File: src/rtl/fetch_pkg.sv
// rtl/fetch_pkg.sv - shared constants for the instruction fetch queue
package fetch_pkg;
    localparam int DEFAULT_XLEN = 32;
    localparam int INSTR_W      = 32;
    localparam logic [INSTR_W-1:0] NOP_INSTR = 32'h00000013;
endpackage

File: src/rtl/fetch_fifo.sv
// rtl/fetch_fifo.sv - power-of-two FIFO with synchronous flush holding {instr, pc} entries
module fetch_fifo #(
    parameter int WIDTH = 64,
    parameter int DEPTH = 4
) (
    input  logic                     clk,
    input  logic                     reset,
    input  logic                     push,
    input  logic [WIDTH-1:0]         push_data,
    input  logic                     pop,
    input  logic                     flush,
    output logic [WIDTH-1:0]         head_data,
    output logic                     empty,
    output logic [$clog2(DEPTH):0]   count
);
    localparam int AW = $clog2(DEPTH);
    localparam int CW = AW + 1;

    logic [WIDTH-1:0] mem [DEPTH];
    logic [AW-1:0]    rd_ptr;
    logic [AW-1:0]    wr_ptr;
    logic             full;
    logic             do_push;
    logic             do_pop;

    assign empty     = (count == '0);
    assign full      = (count == CW'(DEPTH));
    assign do_pop    = pop && !empty;
    // A push into a full queue is legal only when the head leaves in the same cycle.
    assign do_push   = push && (!full || do_pop);
    assign head_data = mem[rd_ptr];

    always_ff @(posedge clk or negedge reset) begin
        if (!reset) begin
            rd_ptr <= '0;
            wr_ptr <= '0;
            count  <= '0;
        end else if (flush) begin
            rd_ptr <= '0;
            wr_ptr <= '0;
            count  <= '0;
        end else begin
            if (do_push) begin
                wr_ptr <= wr_ptr + 1'b1;
            end
            if (do_pop) begin
                rd_ptr <= rd_ptr + 1'b1;
            end
            if (do_push && !do_pop) begin
                count <= count + 1'b1;
            end else if (!do_push && do_pop) begin
                count <= count - 1'b1;
            end
        end
    end

    always_ff @(posedge clk) begin
        if (do_push && !flush) begin
            mem[wr_ptr] <= push_data;
        end
    end
endmodule

File: src/rtl/fetch_queue_unit.sv
// rtl/fetch_queue_unit.sv - in-order instruction fetch with redirect flush and stale-response discard
module fetch_queue_unit
    import fetch_pkg::*;
#(
    parameter int              XLEN     = DEFAULT_XLEN,
    parameter int              DEPTH    = 4,
    parameter logic [XLEN-1:0] RESET_PC = '0
) (
    input  logic                      clk,
    input  logic                      reset,
    input  logic                      redirect_valid,
    input  logic [XLEN-1:0]           redirect_pc,
    output logic                      imem_req,
    output logic [XLEN-1:0]           imem_addr,
    input  logic                      imem_gnt,
    input  logic                      imem_rvalid,
    input  logic [INSTR_W-1:0]        imem_rdata,
    output logic                      inst_valid,
    input  logic                      inst_ready,
    output logic [INSTR_W-1:0]        inst_data,
    output logic [XLEN-1:0]           inst_pc,
    output logic [$clog2(DEPTH):0]    occupancy
);
    localparam int CW = $clog2(DEPTH) + 1;
    localparam int EW = INSTR_W + XLEN;
    localparam logic [XLEN-1:0] ALIGN_MASK = ~XLEN'(3);
    localparam logic [XLEN-1:0] RESET_PC_ALIGNED = RESET_PC & ALIGN_MASK;

    logic [XLEN-1:0] fetch_pc;
    logic [XLEN-1:0] resp_pc;
    logic [XLEN-1:0] redirect_aligned;
    logic [CW-1:0]   outstanding;
    logic [CW-1:0]   discard_cnt;
    logic [CW:0]     in_flight;
    logic            req_fire;
    logic            resp_fire;
    logic            resp_keep;
    logic            pop;
    logic            fifo_empty;
    logic [EW-1:0]   head;

    // Queue slots are reserved at request time, so a response always has room.
    assign in_flight        = {1'b0, occupancy} + {1'b0, outstanding};
    assign imem_req         = reset && !redirect_valid && (in_flight < (CW+1)'(DEPTH));
    assign imem_addr        = fetch_pc & ALIGN_MASK;
    assign redirect_aligned = redirect_pc & ALIGN_MASK;
    assign req_fire         = imem_req && imem_gnt;
    assign resp_fire        = imem_rvalid && (outstanding != '0);
    assign resp_keep        = resp_fire && (discard_cnt == '0) && !redirect_valid;
    assign inst_valid       = !fifo_empty;
    assign pop              = inst_valid && inst_ready;

    assign inst_data = inst_valid ? head[EW-1:XLEN] : NOP_INSTR;
    assign inst_pc   = inst_valid ? head[XLEN-1:0]  : '0;

    always_ff @(posedge clk or negedge reset) begin
        if (!reset) begin
            outstanding <= '0;
        end else if (req_fire && !resp_fire) begin
            outstanding <= outstanding + 1'b1;
        end else if (!req_fire && resp_fire) begin
            outstanding <= outstanding - 1'b1;
        end
    end

    // Responses still owed to the memory after a redirect belong to the old path.
    always_ff @(posedge clk or negedge reset) begin
        if (!reset) begin
            fetch_pc    <= RESET_PC_ALIGNED;
            resp_pc     <= RESET_PC_ALIGNED;
            discard_cnt <= '0;
        end else if (redirect_valid) begin
            fetch_pc    <= redirect_aligned;
            resp_pc     <= redirect_aligned;
            discard_cnt <= outstanding - CW'(resp_fire);
        end else begin
            if (req_fire) begin
                fetch_pc <= fetch_pc + XLEN'(4);
            end
            if (resp_fire) begin
                if (discard_cnt != '0) begin
                    discard_cnt <= discard_cnt - 1'b1;
                end else begin
                    resp_pc <= resp_pc + XLEN'(4);
                end
            end
        end
    end

    fetch_fifo #(
        .WIDTH (EW),
        .DEPTH (DEPTH)
    ) u_fifo (
        .clk       (clk),
        .reset     (reset),
        .push      (resp_keep),
        .push_data ({imem_rdata, resp_pc}),
        .pop       (pop),
        .flush     (redirect_valid),
        .head_data (head),
        .empty     (fifo_empty),
        .count     (occupancy)
    );
endmodule

File: config.mk
export PLATFORM = sky130hd
export DESIGN_NAME = fetch_queue_unit
export DESIGN_NICKNAME = d
export VERILOG_FILES = /design/src/rtl/fetch_pkg.sv /design/src/rtl/fetch_fifo.sv /design/src/rtl/fetch_queue_unit.sv
export SDC_FILE = /design/constraint.sdc
export NUM_CORES = 1
export LEC_CHECK = 0
export CORE_ASPECT_RATIO = 0.5
export CORE_MARGIN = 1.5
export CORE_UTILIZATION = 50
export DETAILED_ROUTE_END_ITERATION = 8
export PLACE_DENSITY = 0.78
export SYNTH_ARGS = -nofsm -noshare
export SYNTH_HDL_FRONTEND = slang
export SYNTH_SLANG_ARGS = --single-unit
File: constraint.sdc
create_clock -name clk -period 2.94 [get_ports clk]
set_input_delay 0.882 -clock clk [delete_from_list [all_inputs] [get_ports clk]]
set_output_delay 0.882 -clock clk [all_outputs]
set_load 0.005 [all_outputs]
==> results of run 1 <==
[per-stage QoR]
| stage | hold slack (ns) | utilization, % | instance area (sq um) | cells |
|---|---|---|---|---|
| floorplan | 0.4760 | - | 13740 | 849 |
| global placement | 0.4965 | 60.94 | 16270 | 1385 |
| detailed placement | 0.5196 | 60.94 | 16270 | 1385 |
| CTS | 0.5351 | 66.49 | 17750 | 1472 |
| global route | 0.5568 | 66.81 | 17840 | 1476 |
| finish | 0.5446 | 66.81 | 17840 | 1476 |
[synthesized netlist by cell type, drive strengths merged, types with 7 or more instances]
cell type | number | area, sq um
nand3 | 25 | 135.1
nand4 | 24 | 165.2
mux4 | 62 | 1396
and2 | 68 | 425.4
dfrtp | 73 | 1827
nor4 | 14 | 146.4
o21ai | 19 | 95.09
mux2i | 8 | 80.08
mux2 | 22 | 247.7
and3 | 9 | 57.56
clkbuf | 22 | 86.34
buf | 16 | 93.84
xnor2 | 37 | 324.1
a21oi | 13 | 65.06
inv | 25 | 93.84
edfxtp | 248 | 7447
nor3 | 11 | 60.06
xor2 | 14 | 122.6
a31oi | 11 | 68.82
nor2 | 29 | 108.9
nand2 | 35 | 131.4
ha | 13 | 162.7
or3 | 7 | 43.79
[worst max-delay path: stages, from the launching register on]
cell and delay [ns]:
dfrtp_4 0.54, buf_8 0.17, buf_16 0.14, buf_6 0.12, mux4_2 0.43, and2_4 0.18, buf_6 0.11
[layer usage]
layer / vias up / global-route usage [%]
met5: - / 0
met4: 0 / 5.016
met3: 36 / 3.497
met2: 281 / 36.75
met1: 4325 / 31.90
li1: 3774 / -
[registers in the layout, indices dropped and copies added, names as in the netlist]
signal,cells
u_fifo.count,3
u_fifo.rd_ptr,2
fetch_pc,30
u_fifo.wr_ptr,2
resp_pc,30
u_fifo.mem,248
outstanding,3
discard_cnt,3
[area by class of cell]
| class | count | area (sq um) | share of cell area, % |
|---|---|---|---|
| Multi-Input combinational cell | 464 | 4309 | 24.16 |
| Inverter | 26 | 97.59 | 0.5472 |
| Clock buffer | 35 | 748.2 | 4.195 |
| Timing Repair Buffer | 261 | 2769 | 15.52 |
| Clock inverter | 17 | 192.7 | 1.080 |
| Sequential cell | 321 | 9279 | 52.02 |
| Tap cell | 352 | 440.4 | 2.469 |
[worst max path at each step]
| stage | endpoint | slack [ns] |
|---|---|---|
| floorplan | u_fifo.mem[0][10]$_DFFE_PP_ | 0.15 |
| global placement | imem_req | -0.17 |
| detailed placement | imem_req | -0.25 |
| CTS | inst_pc[22] | -0.18 |
| global route | inst_pc[24] | -0.23 |
| finish | inst_pc[24] | -0.17 |
[report_power, final]
part	leakage, nW	internal (W)	total (W)	switching (W)
Combinational	2.84	0.00275	0.00445	0.00170
Sequential	3.09	0.00516	0.00546	0.000296
Clock	0.453	0.00217	0.00379	0.00162
[timing repair]
action / CTS / global route
setup buffers: 30 / 6
endpoints found under the setup margin: 64 / 63
pin swaps: 27 / 0
resized for setup: 354 / 13
gates cloned: 6 / 0
[kinds of logic after synthesis]
group	Yosys count	synth area share [%]
flops	321	67.56
compound gates	65	3.017
simple gates	237	10.08
xor+xnor	51	3.254
mux	92	12.56
fa+ha+maj	15	1.477
buf+inv	64	2.024
other cells	1	0.02732
==> impl_metrics.csv, run 1 <==
group,metric,value,unit
synthesis,synth.distinct_cells,60,
global_route,grt_pass1_vias,8471,
placement,numPortBuffers,164,
setup_path,worstPathRequired,2.06,ns
min_path,hold_path_end,"u_fifo.mem[2][30]$_DFFE_PP_",
synthesis,seq_area_frac_synth,67.56,%
timing,setup_viol,61,
drt,drt.antenna.violating_nets,0,
timing,fin_crit,3.107,ns
floorplanning,io_pins,171,
timing,timing.final.crit_share,105.7,%
cts,postCtsHoldBufs,0,
cts,clk_pin_slew,0.07,ns
floorplanning,rows,42,
power,finalPower,0.01369,W
global_route,grt_overflow,0,
synthesis,synth-warning-count,0,
final_layout,drive_gt1_share,31.76,%
setup_path,reg2reg_to,"fetch_pc[31]$_DFFE_PN0P_",
global_route,grt_pass1_wl,48620,microns
timing,finalClockSkew,0.009125,ns
cts,cts_root_buf,"clkbuf_16",
setup_path,crit_type,"reg -> out",
floorplanning,coreArea,26700,sq um
drt,wl_met2,15430,microns
cts,clockBufferDepth,3,
drt,wl_met3,1668,microns
drt,wire_per_inst,21.13,microns
setup_path,crit_path_end_kind,"primary output",
setup_path,startpoint_type,"flop",
final_layout,mostFrequentLayoutCell,"edfxtp_1",
final_layout,syn_to_final_growth,29.93,%
synthesis,syn_area,13730,sq um
setup_path,reg2reg_slack,0.32,ns
power,power_density,767.7,nW/um^2
timing,worst_pin_slew,0.9753,ns
drt,drc,0,
global_route,gr-usage-all-layers,22.36,%
min_path,min_from,"resp_pc[30]$_DFFE_PN0P_",
placement,place_ws,-0.2512,ns
drt,first_pass_iters,5,
drt,wl,31190,microns
floorplanning,die_w,237.3,microns
floorplanning,initial_core_util,51.42,%
setup_path,critPathMaxFanout,6,
cts,clk_latency,0.54,ns
placement,dpl.hpwl,19930,microns
timing,fin_ws,-0.1667,ns
synthesis,avgSynthCellArea,16.23,sq um
final_layout,diodes,0,
drt,via_per_inst,5.702,
synthesis,ys_seq_elements,321,
synthesis,ys.flop_type,"edfxtp_1",
run_status,status,"finished, violations left",
run_status,violations,"setup timing",
setup_path,worstReg2RegStart,"u_fifo.count[2]$_DFFE_PN0P_",
final_layout,layout_common_cells,"edfxtp_1, clkdlybuf4s50_1, dfrtp_1",
placement,gp_congestion,0.8452,
run,drv_cap,0,
min_path,min_path_cells,0,
cts,cts_tree,"yes",
timing,slew_headroom,34.98,%
drt,drtIter0Drc,642,
global_route,grt_max_degree,74,
synthesis,netlist_instances,846,
power,p_leak,6.380,nW
drt,wl_met1,13560,microns
floorplanning,die_h,120.2,microns
min_path,hold_path.class,"reg -> reg",
setup_path,cp_data_arrival_time,2.22,ns
setup_path,crit_start,"u_fifo.rd_ptr[0]$_DFFE_PN0P_",
global_route,antenna_found_initial,0,
timing,final-max-slew-violation-count,0,
timing,fmax,321.9,MHz
final_layout,fin_nets,1187,
power,ir_drop,0.4476,mV
timing,setup_tns,-5.851,ns
cts,cts.sinks,321,
cts,htreeDepth,1,
timing,finalHoldViolations,0,
drt,num_vias,8416,
floorplanning,dieArea,28520,sq um
drt,dr.max_layer_used,"met4",
final_layout,n_fill_cell,1800,
cts,cts_inserted_buffers,28,
synthesis,synth_edf_count,248,
setup_path,rr_worst_depth,11,
timing,rsz0062_at_grt,"yes",
synthesis,synthArstFlopShare,22.74,%
(Power assumes the default switching activity.)
==> inputs of run 2 (changes only) <==
- CORE_MARGIN: 1.5 -> 2
==> run 2 against run 1 <==
  * The flow still finishes with violations (setup timing)
  * Critical path depth unchanged
  * Fmax increased by 0.28%
  * Flip-flop and latch count unchanged
  * Sequential power about the same
  * Count of clock-buffer cells in the layout increased by 6
  * Sequential share of layout area decreased by 0.29 points
  * Clock skew increased by 0.013 ns
  * First-iteration DRC count decreased by 4.2%
  * Global-route usage decreased by 0.35 points
  * Final cell count increased by 0.61%
  * Combinational power increased by 4.7%
  * Hold slack improved by 0.0010 ns
  * Critical path type unchanged
  * Critical endpoint is now inst_data[27]
==> impl_metrics.csv, run 2 (synthesis gave the netlist of run 1 again) <==
group,metric,value,unit
run_status,status,"finished, violations left",
run_status,violations,"setup timing",
setup_path,crit_type,"reg -> out",
final_layout,regMostFlops,"u_fifo.mem",
timing,fin_crit,3.098,ns
setup_path,reg2reg_to,"outstanding[1]$_DFFE_PN0P_",
setup_path,worstPathRequired,2.06,ns
setup_path,rr_worst_depth,15,
setup_path,crit_path_end_kind,"primary output",
placement,gp_congestion,0.8560,
timing,fin_ws,-0.1579,ns
final_layout,largest_reg_flops,248,
final_layout,reg_top3,"u_fifo.mem (248), fetch_pc (30), resp_pc (30)",
floorplanning,dieArea,28880,sq um
drt,drt.antenna.violating_nets,0,
min_path,min_from,"resp_pc[30]$_DFFE_PN0P_",
final_layout,drive_gt1_share,33.10,%
floorplanning,die_w,238.3,microns
timing,setup_tns,-5.894,ns
setup_path,startpoint_type,"flop",
timing,finalHoldViolations,0,
power,power_density,752.3,nW/um^2
timing,setup_viol,56,
cts,clockBufferDepth,3,
floorplanning,die_h,121.2,microns
cts,postCtsHoldBufs,0,
global_route,antenna_found_initial,0,
setup_path,cp_data_arrival_time,2.22,ns
final_layout,n_fill_cell,1791,
global_route,grt_pass1_wl,48750,microns
min_path,hold_path_end,"u_fifo.mem[3][30]$_DFFE_PP_",
floorplanning,io_pins,171,
final_layout,multi_input_area,4368,sq um
timing,final-max-slew-violation-count,0,
cts,cts_root_buf,"clkbuf_16",
drt,wl,31390,microns
final_layout,diodes,0,
floorplanning,rows,42,
final_layout,fin_nets,1201,
final_layout,layout_common_cells,"edfxtp_1, clkdlybuf4s50_1, buf_6",
cts,clk_pin_slew,0.06,ns
power,ir_drop,0.4386,mV
cts,cts.sinks,321,
run,drv_cap,0,
timing,fmax,322.8,MHz
floorplanning,initial_core_util,51.42,%
drt,drtIter0Drc,615,
placement,place_ws,-0.1888,ns
min_path,hold_path.class,"reg -> reg",
floorplanning,coreArea,26700,sq um
placement,dpl.hpwl,20060,microns
drt,wire_per_inst,21.14,microns
power,finalPower,0.01349,W
power,p_leak,6.392,nW
timing,rsz0062_at_grt,"yes",
final_layout,mostFrequentLayoutCell,"edfxtp_1",
final_layout,fin_util,67.19,%
timing,slew_headroom,36.65,%
setup_path,critPathMaxFanout,6,
drt,drc,0,
placement,numPortBuffers,164,
final_layout,seq_area,9279,sq um
drt,num_vias,8459,
global_route,gr-usage-all-layers,22.02,%
placement,place_inst,1386,
timing,timing.final.crit_share,105.4,%
final_layout,syn_to_final_growth,30.66,%
timing,worst_pin_slew,0.9503,ns
cts,cts_tree,"yes",
global_route,grt_max_degree,74,
cts,clk_latency,0.55,ns
drt,via_per_inst,5.696,
min_path,min_path_cells,0,
setup_path,reg2reg_slack,0.11,ns
setup_path,worstReg2RegStart,"u_fifo.count[2]$_DFFE_PN0P_",
final_layout,fin_cells,1485,
cts,cts_inserted_buffers,29,
global_route,grt_overflow,0,
timing,finalClockSkew,0.02209,ns
drt,first_pass_iters,5,
cts,htreeDepth,1,
global_route,grt_pass1_vias,8591,
## run 2: changes by cell type in the layout (fill, tap and decap cells not counted), sizes merged, moves of 2 or more
cell         change
inv              -2
clkinv           -4
buf             +11
clkbuf           +8
bufinv           -4
dlygate4sd2      +2
## run 2: power breakdown
group	internal, W	total [W]	switching [W]
sequential	0.00516	0.00545	0.000284
clock	0.00183	0.00338	0.00155
combinational	0.00290	0.00466	0.00176
## run 2: critical path: stages, from the launching register on
cell and delay (ns):
dfrtp_4 0.52, buf_12 0.17, buf_12 0.14, buf_12 0.13, mux4_2 0.42, and2_4 0.18, buf_6 0.11
## run 2: through the flow
step                      hold WS (ns)  cell area, sq um
after floorplan                 0.4760             13740
after global placement          0.5083             16290
after detailed placement        0.5235             16290
after CTS                       0.5388             17750
after global routing            0.5625             17940
final                           0.5457             17940
## run 2: repair_timing
| action | CTS | global route |
|---|---|---|
| buffers inserted | 40 | 11 |
| pin swaps | 11 | 28 |
| gates cloned | 3 | 1 |
| gates resized for setup | 366 | 41 |
| endpoints found under the setup margin | 64 | 90 |
## run 2: layout make-up
class / count / area share [%]
clock buffers: 41 / 4.353
clock inverters: 7 / 0.1883
inverters: 26 / 0.5650
multi-input cells: 464 / 24.35
flip-flops and latches: 321 / 51.73
well taps: 352 / 2.456
repair buffers: 274 / 16.35
## run 2: how the worst max path moves through the flow
stage	from	end	slack, ns	depth (start not counted)
after floorplan	imem_rvalid	u_fifo.mem[0][10]$_DFFE_PP_	0.15	5
after global placement	redirect_valid	imem_req	-0.18	4
after detailed placement	redirect_valid	imem_req	-0.19	4
after CTS	u_fifo.rd_ptr[0]$_DFFE_PN0P_	inst_pc[29]	-0.23	7
after global routing	u_fifo.rd_ptr[0]$_DFFE_PN0P_	inst_data[27]	-0.22	6
final	u_fifo.rd_ptr[0]$_DFFE_PN0P_	inst_data[27]	-0.16	6
## run 2: metal layers
metal  routed length (microns)  track usage [%]
met5                         0                0
met1                     13950            32.07
met4                       388            3.516
met3                      1876            3.617
met2                     15180            36.04
